--- src/rtl/pipe_hazard_ctrl.sv ---
// Stall/flush sequencer for the 5-stage pipeline.
// Resolves load-use, taken-branch and data-memory wait hazards.
module pipe_hazard_ctrl #(
  parameter int TIMEOUT = 64,
  parameter int CNT_W   = 16
) (
  input  logic             clk,
  input  logic             rst,
  input  logic [4:0]       id_rs,
  input  logic [4:0]       id_rt,
  input  logic             ex_memread,
  input  logic [4:0]       ex_rrwrite,
  input  logic             mem_memread,
  input  logic             mem_memwrite,
  input  logic             mem_pcsrc,
  input  logic             dmem_ready,
  output logic             pc_write,
  output logic             ifid_write,
  output logic             ifid_flush,
  output logic             idex_flush,
  output logic             exmem_write,
  output logic             exmem_flush,
  output logic             memwb_bubble,
  output logic             dmem_req,
  output logic             mem_err,
  output logic             in_wait,
  output logic [CNT_W-1:0] stall_count
);

  typedef enum logic {RUN, MEM_WAIT} state_t;

  localparam logic [15:0] LAST = 16'(TIMEOUT - 1);

  state_t      state, state_n;
  logic [15:0] wait_cnt, wait_cnt_n;
  logic        memop, lu, release_c, freeze;
  logic        brn, luse, err_set;

  assign memop = mem_memread | mem_memwrite;
  assign lu = ex_memread && (ex_rrwrite != 5'd0)
           && (ex_rrwrite == id_rs || ex_rrwrite == id_rt);

  assign release_c = dmem_ready || (wait_cnt == LAST);
  assign err_set   = (state == MEM_WAIT) && !dmem_ready
                  && (wait_cnt == LAST);

  // Mutually exclusive event terms encode the priority order.
  always_comb begin
    freeze = 1'b0;
    if (state == RUN)
      freeze = memop && !dmem_ready;
    else
      freeze = !release_c;
  end

  assign brn  = !freeze && mem_pcsrc;
  assign luse = !freeze && !mem_pcsrc && lu;

  always_ff @(posedge clk) begin
    if (rst) begin
      state       <= RUN;
      wait_cnt    <= '0;
      mem_err     <= 1'b0;
      stall_count <= '0;
    end else begin
      state    <= state_n;
      wait_cnt <= wait_cnt_n;
      if (err_set)
        mem_err <= 1'b1;
      if (!pc_write && !(&stall_count))
        stall_count <= stall_count + 1'b1;
    end
  end

  always_comb begin
    state_n    = state;
    wait_cnt_n = wait_cnt;
    unique case (state)
      RUN: begin
        if (freeze) begin
          state_n    = MEM_WAIT;
          wait_cnt_n = 16'd1;
        end
      end
      MEM_WAIT: begin
        if (release_c) begin
          state_n    = RUN;
          wait_cnt_n = '0;
        end else begin
          wait_cnt_n = wait_cnt + 16'd1;
        end
      end
      default: begin
        state_n    = RUN;
        wait_cnt_n = '0;
      end
    endcase
  end

  always_comb begin
    pc_write     = 1'b1;
    ifid_write   = 1'b1;
    ifid_flush   = 1'b0;
    idex_flush   = 1'b0;
    exmem_write  = 1'b1;
    exmem_flush  = 1'b0;
    memwb_bubble = 1'b0;
    dmem_req     = memop || (state == MEM_WAIT);
    in_wait      = (state == MEM_WAIT);
    if (rst) begin
      pc_write     = 1'b0;
      ifid_write   = 1'b0;
      exmem_write  = 1'b0;
      dmem_req     = 1'b0;
      in_wait      = 1'b0;
      ifid_flush   = 1'b1;
      idex_flush   = 1'b1;
      exmem_flush  = 1'b1;
      memwb_bubble = 1'b1;
    end else begin
      unique case (1'b1)
        freeze: begin
          pc_write     = 1'b0;
          ifid_write   = 1'b0;
          exmem_write  = 1'b0;
          memwb_bubble = 1'b1;
        end
        brn: begin
          ifid_flush  = 1'b1;
          idex_flush  = 1'b1;
          exmem_flush = 1'b1;
        end
        luse: begin
          pc_write   = 1'b0;
          ifid_write = 1'b0;
          idex_flush = 1'b1;
        end
        default: ;
      endcase
    end
  end

endmodule

--- config.mk ---
export PLATFORM = sky130hd
export DESIGN_NAME = pipe_hazard_ctrl
export DESIGN_NICKNAME = d
export VERILOG_FILES = /design/src/rtl/pipe_hazard_ctrl.sv
export SDC_FILE = /design/constraint.sdc
export NUM_CORES = 1
export LEC_CHECK = 0
export CORE_ASPECT_RATIO = 0.7
export CORE_MARGIN = 2
export CORE_UTILIZATION = 25
export DETAILED_ROUTE_END_ITERATION = 8
export HOLD_SLACK_MARGIN = 0.06
export PLACE_DENSITY = 0.5
export SETUP_SLACK_MARGIN = 0.4
export SYNTH_ARGS = -nofsm -noshare
export SYNTH_HDL_FRONTEND = slang
export SYNTH_SLANG_ARGS = --single-unit
--- constraint.sdc ---
create_clock -name clk -period 2.3 [get_ports clk]
set_input_delay 0.46 -clock clk [delete_from_list [all_inputs] [get_ports clk]]
set_output_delay 0.46 -clock clk [all_outputs]
set_load 0.01 [all_outputs]
==> results of run 1 <==
-- area by class of cell --
| class | instances | area, um2 | area share |
|---|---|---|---|
| Inverter | 7 | 31.3 | 0.00989 |
| Tap cell | 101 | 126 | 0.0400 |
| Sequential cell | 34 | 693 | 0.219 |
| Timing Repair Buffer | 89 | 781 | 0.247 |
| Clock buffer | 7 | 133 | 0.0419 |
| Multi-Input combinational cell | 204 | 1400 | 0.442 |
-- routing by layer --
layer | track usage | vias up
li1 | - | 1119
met1 | 0.208 | 1004
met2 | 0.205 | 57
met3 | 0.0289 | 2
met4 | 0.0366 | 0
met5 | 0 | -
-- power by group through the flow --
stage          clock [uW]  combinational [uW]  sequential (uW)
6_report              633                 232              609
2_1_floorplan           0                 111              623
5_1_grt               677                 253              610
3_5_place_dp            0                 218              622
4_1_cts               647                 228              608
3_3_place_gp            0                 217              622
-- worst min path at each step --
stage	start	to	slack, ns
floorplan	wait_cnt[15]$_SDFFE_PP0P_	wait_cnt[15]$_SDFFE_PP0P_	0.47
global placement	mem_err$_SDFFE_PP0P_	mem_err$_SDFFE_PP0P_	0.46
detailed placement	mem_err$_SDFFE_PP0P_	mem_err$_SDFFE_PP0P_	0.47
CTS	mem_err$_SDFFE_PP0P_	mem_err$_SDFFE_PP0P_	0.49
global route	mem_err$_SDFFE_PP0P_	mem_err$_SDFFE_PP0P_	0.51
finish	mem_err$_SDFFE_PP0P_	mem_err$_SDFFE_PP0P_	0.49
-- worst max-delay path, cell delays in order, from the launching register on --
cell      delay [ns]
dfxtp_2         0.34
nor4_4          0.31
nand4_1         0.23
nand2_4         0.14
nand2_4         0.06
clkinv_4        0.04
o21a_4          0.16
buf_6           0.12
-- sequential cells by signal, indices dropped and copies added, names as in the netlist --
register	cells
mem_err	1
state	1
stall_count	16
wait_cnt	16
-- stage by stage --
| stage | TNS [ns] | util | hold slack (ns) | setup WS [ns] | instances |
|---|---|---|---|---|---|
| after floorplan | 0 | - | 0.469 | 0.331 | 257 |
| after global placement | -5.71 | 0.359 | 0.455 | -0.439 | 425 |
| after detailed placement | -6.67 | 0.359 | 0.474 | -0.479 | 425 |
| after CTS | 0 | 0.391 | 0.490 | 0.147 | 436 |
| after global routing | 0 | 0.400 | 0.513 | 0.0663 | 442 |
| final | 0 | 0.400 | 0.491 | 0.168 | 442 |
-- cells in the mapped netlist (2+ instances only) --
master    instances
xor2_1           10
nand2_1          24
or4_1             9
buf_2             2
a21oi_1          21
nor3_1            6
nor4_1            5
nand4_1           9
o31ai_1           6
a21oi_2           2
buf_4             3
nor2_1           29
nor2b_1           4
clkbuf_1          4
dfxtp_1          34
buf_12            2
inv_1             5
o21ai_0           9
a22oi_1           2
ha_1              2
mux2_1            2
and3_1            3
nor4_2            2
nand3_1          11
nor2_4            2
a31oi_1           3
mux2i_1           2
o21ai_1           6
or3_1             8
or2_2             2
and2_1            3
a311oi_1          5
-- timing repair --
| action | 4_1_cts | 5_1_grt |
|---|---|---|
| resized for setup | 73 | 12 |
| buffers inserted | 3 | 6 |
| endpoints found under the setup margin | 26 | 26 |
| cloned | 1 | 0 |
| pin swaps | 23 | 9 |
-- logic make-up after synthesis --
group           Yosys count  synth area share
simple gates            126             0.341
compound gates           61             0.187
flops                    34             0.331
buf+inv                  19            0.0578
xor+xnor                 10            0.0426
mux                       5            0.0280
fa+ha+maj                 2            0.0122
==> metrics, run 1 <==
synthesized area=2060 um2; GRT Residual Overflow=0; Least-Margin Pin Slew=0.397 ns; worst-skew pair later-pin latency=0.27 ns; fraction of registers with async set/reset=0; Cell variety after synth=52; FILL cells=between 800 and 900; fin nets=365; post-synth top area cell=dfxtp_1; leakage power=0.00115 uW; yosys warns=0; CP arrival=1.67 ns; DIE AREA=8980 um2; Net Sw Frac=0.246; CP Max Fanout=4; Avg Cell Area, Syn=8.00 um2; crit path kind=flop to output port; proportion of power drawn by the clock network=0.430; Critical Path End=ifid_write; Area contributors post-synth=dfxtp_1 33%, nor2_1 5.3%, a21oi_1 5.1%; pwr dens=466 nW/um2; DRT Pass-1 Iters=4; commonest cells after routing, fill and taps aside=40 x buf_4, 29 x nor2_1, 26 x dfxtp_1; remaining antenna violation count after routing=0; Comb pwr share=0.157; NetSw=approximately 360 uW; CP required=1.84 ns; most common cell after layout, fill and taps aside=buf_4; reg2reg start=wait_cnt[0]$_SDFFE_PP0P_; CTS tree=done; share of layout cells above drive strength 1=0.287; # diodes=0; Syn Nets=between 200 and 300; Clock Skews=0.00339 ns; IO Count=48; vias in the first global route=just under 2,000; Max Freq=469 MHz; initial antenna violation count=0; num rows=27; GP Congestion=0.872; Die X=112 um; RSZ-0062 raised after global routing=yes; Slew Viols, Final=0; max layer used=met4; Starting Density=0.260; vias per cell=4.94; Port Buffer Count=47; Most used DFF post-synth=dfxtp_1; Hold Path Depth=2; first-pass GRT wire length=10,100 um; sequential area share after synthesis=0.331; Hold WC Path Type=flop to flop; final worst-path cycle share=0.927; hold_buf cts=0; Residual DRC=0; H-Tree Depth=2; met3 WL=between 300 and 400 um; met1 wire length=around 3300 um; RR Endpoint=stall_count[6]$_SDFFE_PP0P_; post-DP HPWL=4390 um; Max VDD drop=0.308 mV; power share of the sequential group=0.413; minimum clock period=around 2.1 ns; CP startpoint=wait_cnt[7]$_SDFFE_PP0P_; drt wl/cell=14.2 um; outcome=finished clean; worst reg2reg path depth=10; GRT Total Usage=0.140; final setup fails=0; WL met2=approximately 2600 um; number of enable flip-flop cells after synthesis=0; internal power=1110 uW; FF+latch count, synth=34; drt total wl=between 6000 and 7000 um; Tot Pwr=1470 uW; CTS max path bufs=2; Finished Cell Area=3160 um2; Synth top area share=0.331; placed cell area=approximately 2800 um2; Worst-path clk slew=0.05 ns; Layout area overhead=53.8%; CTS root buffer=clkbuf_16; R2R setup slack=around 0.26 ns; pin count of the biggest net entering global routing=35; core area=7910 um2; CTS sink count=34; DR iter-0 viols=147; via count=2,182; post-synthesis cell count=257; startpoint types=flop; worst relative slew slack=0.735; Die Y-Extent=79.9 um; total CTS buffers=5; Crit. End Element=output port; MaxCap Viol Count=0; final hold viol count=0
Note: power is estimated with default switching activity, not from simulation.
==> run 2: changes to the inputs <==
Settings changed: GPL_TIMING_DRIVEN set to 0.
Clock period 2.3 ns to 2.32 ns, I/O delays scaled along.
==> run 2 against run 1 <==
- register-to-register slack got worse by 0.08 ns
- via count up 3.4%
- largest power group unchanged
- first-iteration DRC count shrank 20%
- the run now ends with setup timing left
- sequential cell count unchanged
- clock skew is essentially flat
==> metrics, run 2 (synthesized netlist as in run 1, its figures left out) <==
DIE AREA=8980 um2 (unchanged); pin count of the biggest net entering global routing=11 (-69%); Starting Density=0.260 (unchanged); hold path endpoint=wait_cnt[11]$_SDFFE_PP0P_; Die Y-Extent=79.9 um (unchanged); FILL cells=821 (-0.36%); num rows=27 (unchanged); remaining antenna violation count after routing=0 (unchanged); final worst-path cycle share=1.01; reg2reg start=wait_cnt[0]$_SDFFE_PP0P_; leakage power=0.00115 uW (+0.39%); power share of the sequential group=0.408 (-0.005); pwr dens=447 nW/um2 (-4.0%); CTS tree=done; first-pass GRT wire length=10,900 um (+8.2%); worst reg2reg path depth=12 (+2); CTS max path bufs=2 (unchanged); pre-CTS setup slack=-0.834 ns (-0.355 ns); RR Endpoint=stall_count[10]$_SDFFE_PP0P_; beginning of the worst hold path=wait_cnt[11]$_SDFFE_PP0P_; Hold Path Depth=1 (-1); drt wl/cell=15.2 um (+7.1%); internal power=1100 uW (-0.83%); commonest cells after routing, fill and taps aside=29 x buf_4, 27 x nor2_1, 23 x nand2_1; hold_buf cts=0 (unchanged); Tot Pwr=1470 uW (-0.47%); placed cell area=2680 um2 (-5.4%); Port Buffer Count=46 (-2.1%); R2R setup slack=0.18 ns (-0.08 ns); H-Tree Depth=2 (unchanged); Regs by FF count=stall_count x16, wait_cnt x16; DRT Pass-1 Iters=4 (unchanged); IO Count=48 (unchanged); final setup TNS=-0.0275 ns (-0.0275 ns); Crit. End Element=output port; vias in the first global route=2,061 (+5.5%); fin nets=362 (-0.82%); Setup WS post-layout=-0.0275 ns (-0.196 ns); GRT Total Usage=0.151 (+0.0107); NetSw=364 uW (+0.64%); vias per cell=5.14 (+4.1%); share of layout cells above drive strength 1=0.373 (+0.0854); most common cell after layout, fill and taps aside=buf_4; final hold viol count=0 (unchanged); Net Sw Frac=0.249 (+0.00274); Clock Skews=0.00355 ns (+0.000166 ns); RSZ-0062 raised after global routing=yes; post-DP HPWL=4400 um (+0.15%); outcome=complete, but fails checks; Least-Margin Pin Slew=0.590 ns (+0.192 ns); CTS root buffer=clkbuf_16; Max VDD drop=0.243 mV (-21%); total CTS buffers=5 (unchanged); MaxCap Viol Count=0 (unchanged); final core utilization=0.415 (+0.0149); core area=7910 um2 (unchanged); minimum clock period=around 2.3 ns; CP required=1.86 ns (+0.02 ns); final setup fails=1 (+1); Die X=112 um (unchanged); worst-skew pair later-pin latency=0.27 ns (about the same); failing checks=setup timing; crit path kind=flop to output port; GP Congestion=0.799 (-8.3%); worst relative slew slack=0.607 (-0.128); Residual DRC=0 (unchanged); Finished Cell Area=3280 um2 (+3.7%); proportion of power drawn by the clock network=0.425 (-0.005); DR iter-0 viols=117 (-20%); initial antenna violation count=0 (unchanged); CP arrival=1.88 ns (+0.21 ns); Layout area overhead=59.5%; drt total wl=6670 um (+6.3%); # diodes=0 (unchanged); Hold WC Path Type=flop to flop; Comb pwr share=0.167 (+0.010); via count=2,256 (+3.4%); Worst-path clk slew=0.05 ns (about the same); GRT Residual Overflow=0 (unchanged); CTS sink count=34 (unchanged); Max Freq=between 400 and 500 MHz; startpoint types=flop; Slew Viols, Final=0 (unchanged); CP Max Fanout=4 (unchanged)
run 2: changes by cell type in the layout (fill, tap and decap cells not counted), sizes merged:
cell / change
clkbuf: +2
clkdlybuf4s15: +4
clkdlybuf4s50: -2
dlygate4sd2: -7
run 2: final cells by class:
class / count / area [um2] / share of cell area
tap: 101 / 126 / 0.0385
clock buffer: 7 / 133 / 0.0404
inverter: 7 / 31.3 / 0.00954
multi-input combinational: 204 / 1520 / 0.462
buffer: 12 / 124 / 0.0378
sequential: 34 / 714 / 0.218
timing repair buffer: 74 / 634 / 0.193
run 2: critical path, stage by stage (launching register included):
cell      delay (ns)
dfxtp_4         0.35
nor4_4          0.32
nand4_1         0.20
nand2_4         0.12
nand2_4         0.06
clkinv_4        0.05
o21a_4          0.14
buf_12          0.10
buf_12          0.10
buf_6           0.08
buf_6           0.08
run 2: worst max path at each step:
stage | cells after the start | endpoint | slack [ns] | startpoint
3_3_place_gp | 9 | pc_write | -0.83 | ex_rrwrite[0]
3_5_place_dp | 9 | pc_write | -0.83 | ex_rrwrite[1]
5_1_grt | 10 | pc_write | -0.14 | wait_cnt[11]$_SDFFE_PP0P_
6_report | 10 | pc_write | -0.03 | wait_cnt[11]$_SDFFE_PP0P_
2_1_floorplan | 9 | pc_write | 0.35 | wait_cnt[5]$_SDFFE_PP0P_
4_1_cts | 11 | pc_write | -0.03 | wait_cnt[0]$_SDFFE_PP0P_
run 2: through the flow:
stage | hold WS, ns | cells
after floorplan | 0.469 | 257
after global placement | 0.467 | 404
after detailed placement | 0.484 | 404
after CTS | 0.493 | 428
after global routing | 0.497 | 439
final | 0.475 | 439
run 2: per-layer routing:
metal	global-route usage	wire, um	vias up
li1	-	-	1108
met1	0.223	3390	1077
met2	0.223	2860	64
met5	0	0	-
met3	0.0349	366	7
met4	0.0293	46	0
run 2: what timing repair did:
action / CTS / global route
endpoints found under the setup margin: 35 / 35
buffers inserted: 17 / 11
gates resized for setup: 108 / 44
pin swaps: 28 / 21
run 2: power by group through the flow:
stage / logic, uW / clock network, uW / registers [uW]
6_report: 245 / 623 / 598
5_1_grt: 265 / 674 / 599
4_1_cts: 224 / 639 / 598
3_5_place_dp: 212 / 0 / 617
3_3_place_gp: 211 / 0 / 617
2_1_floorplan: 110 / 0 / 617
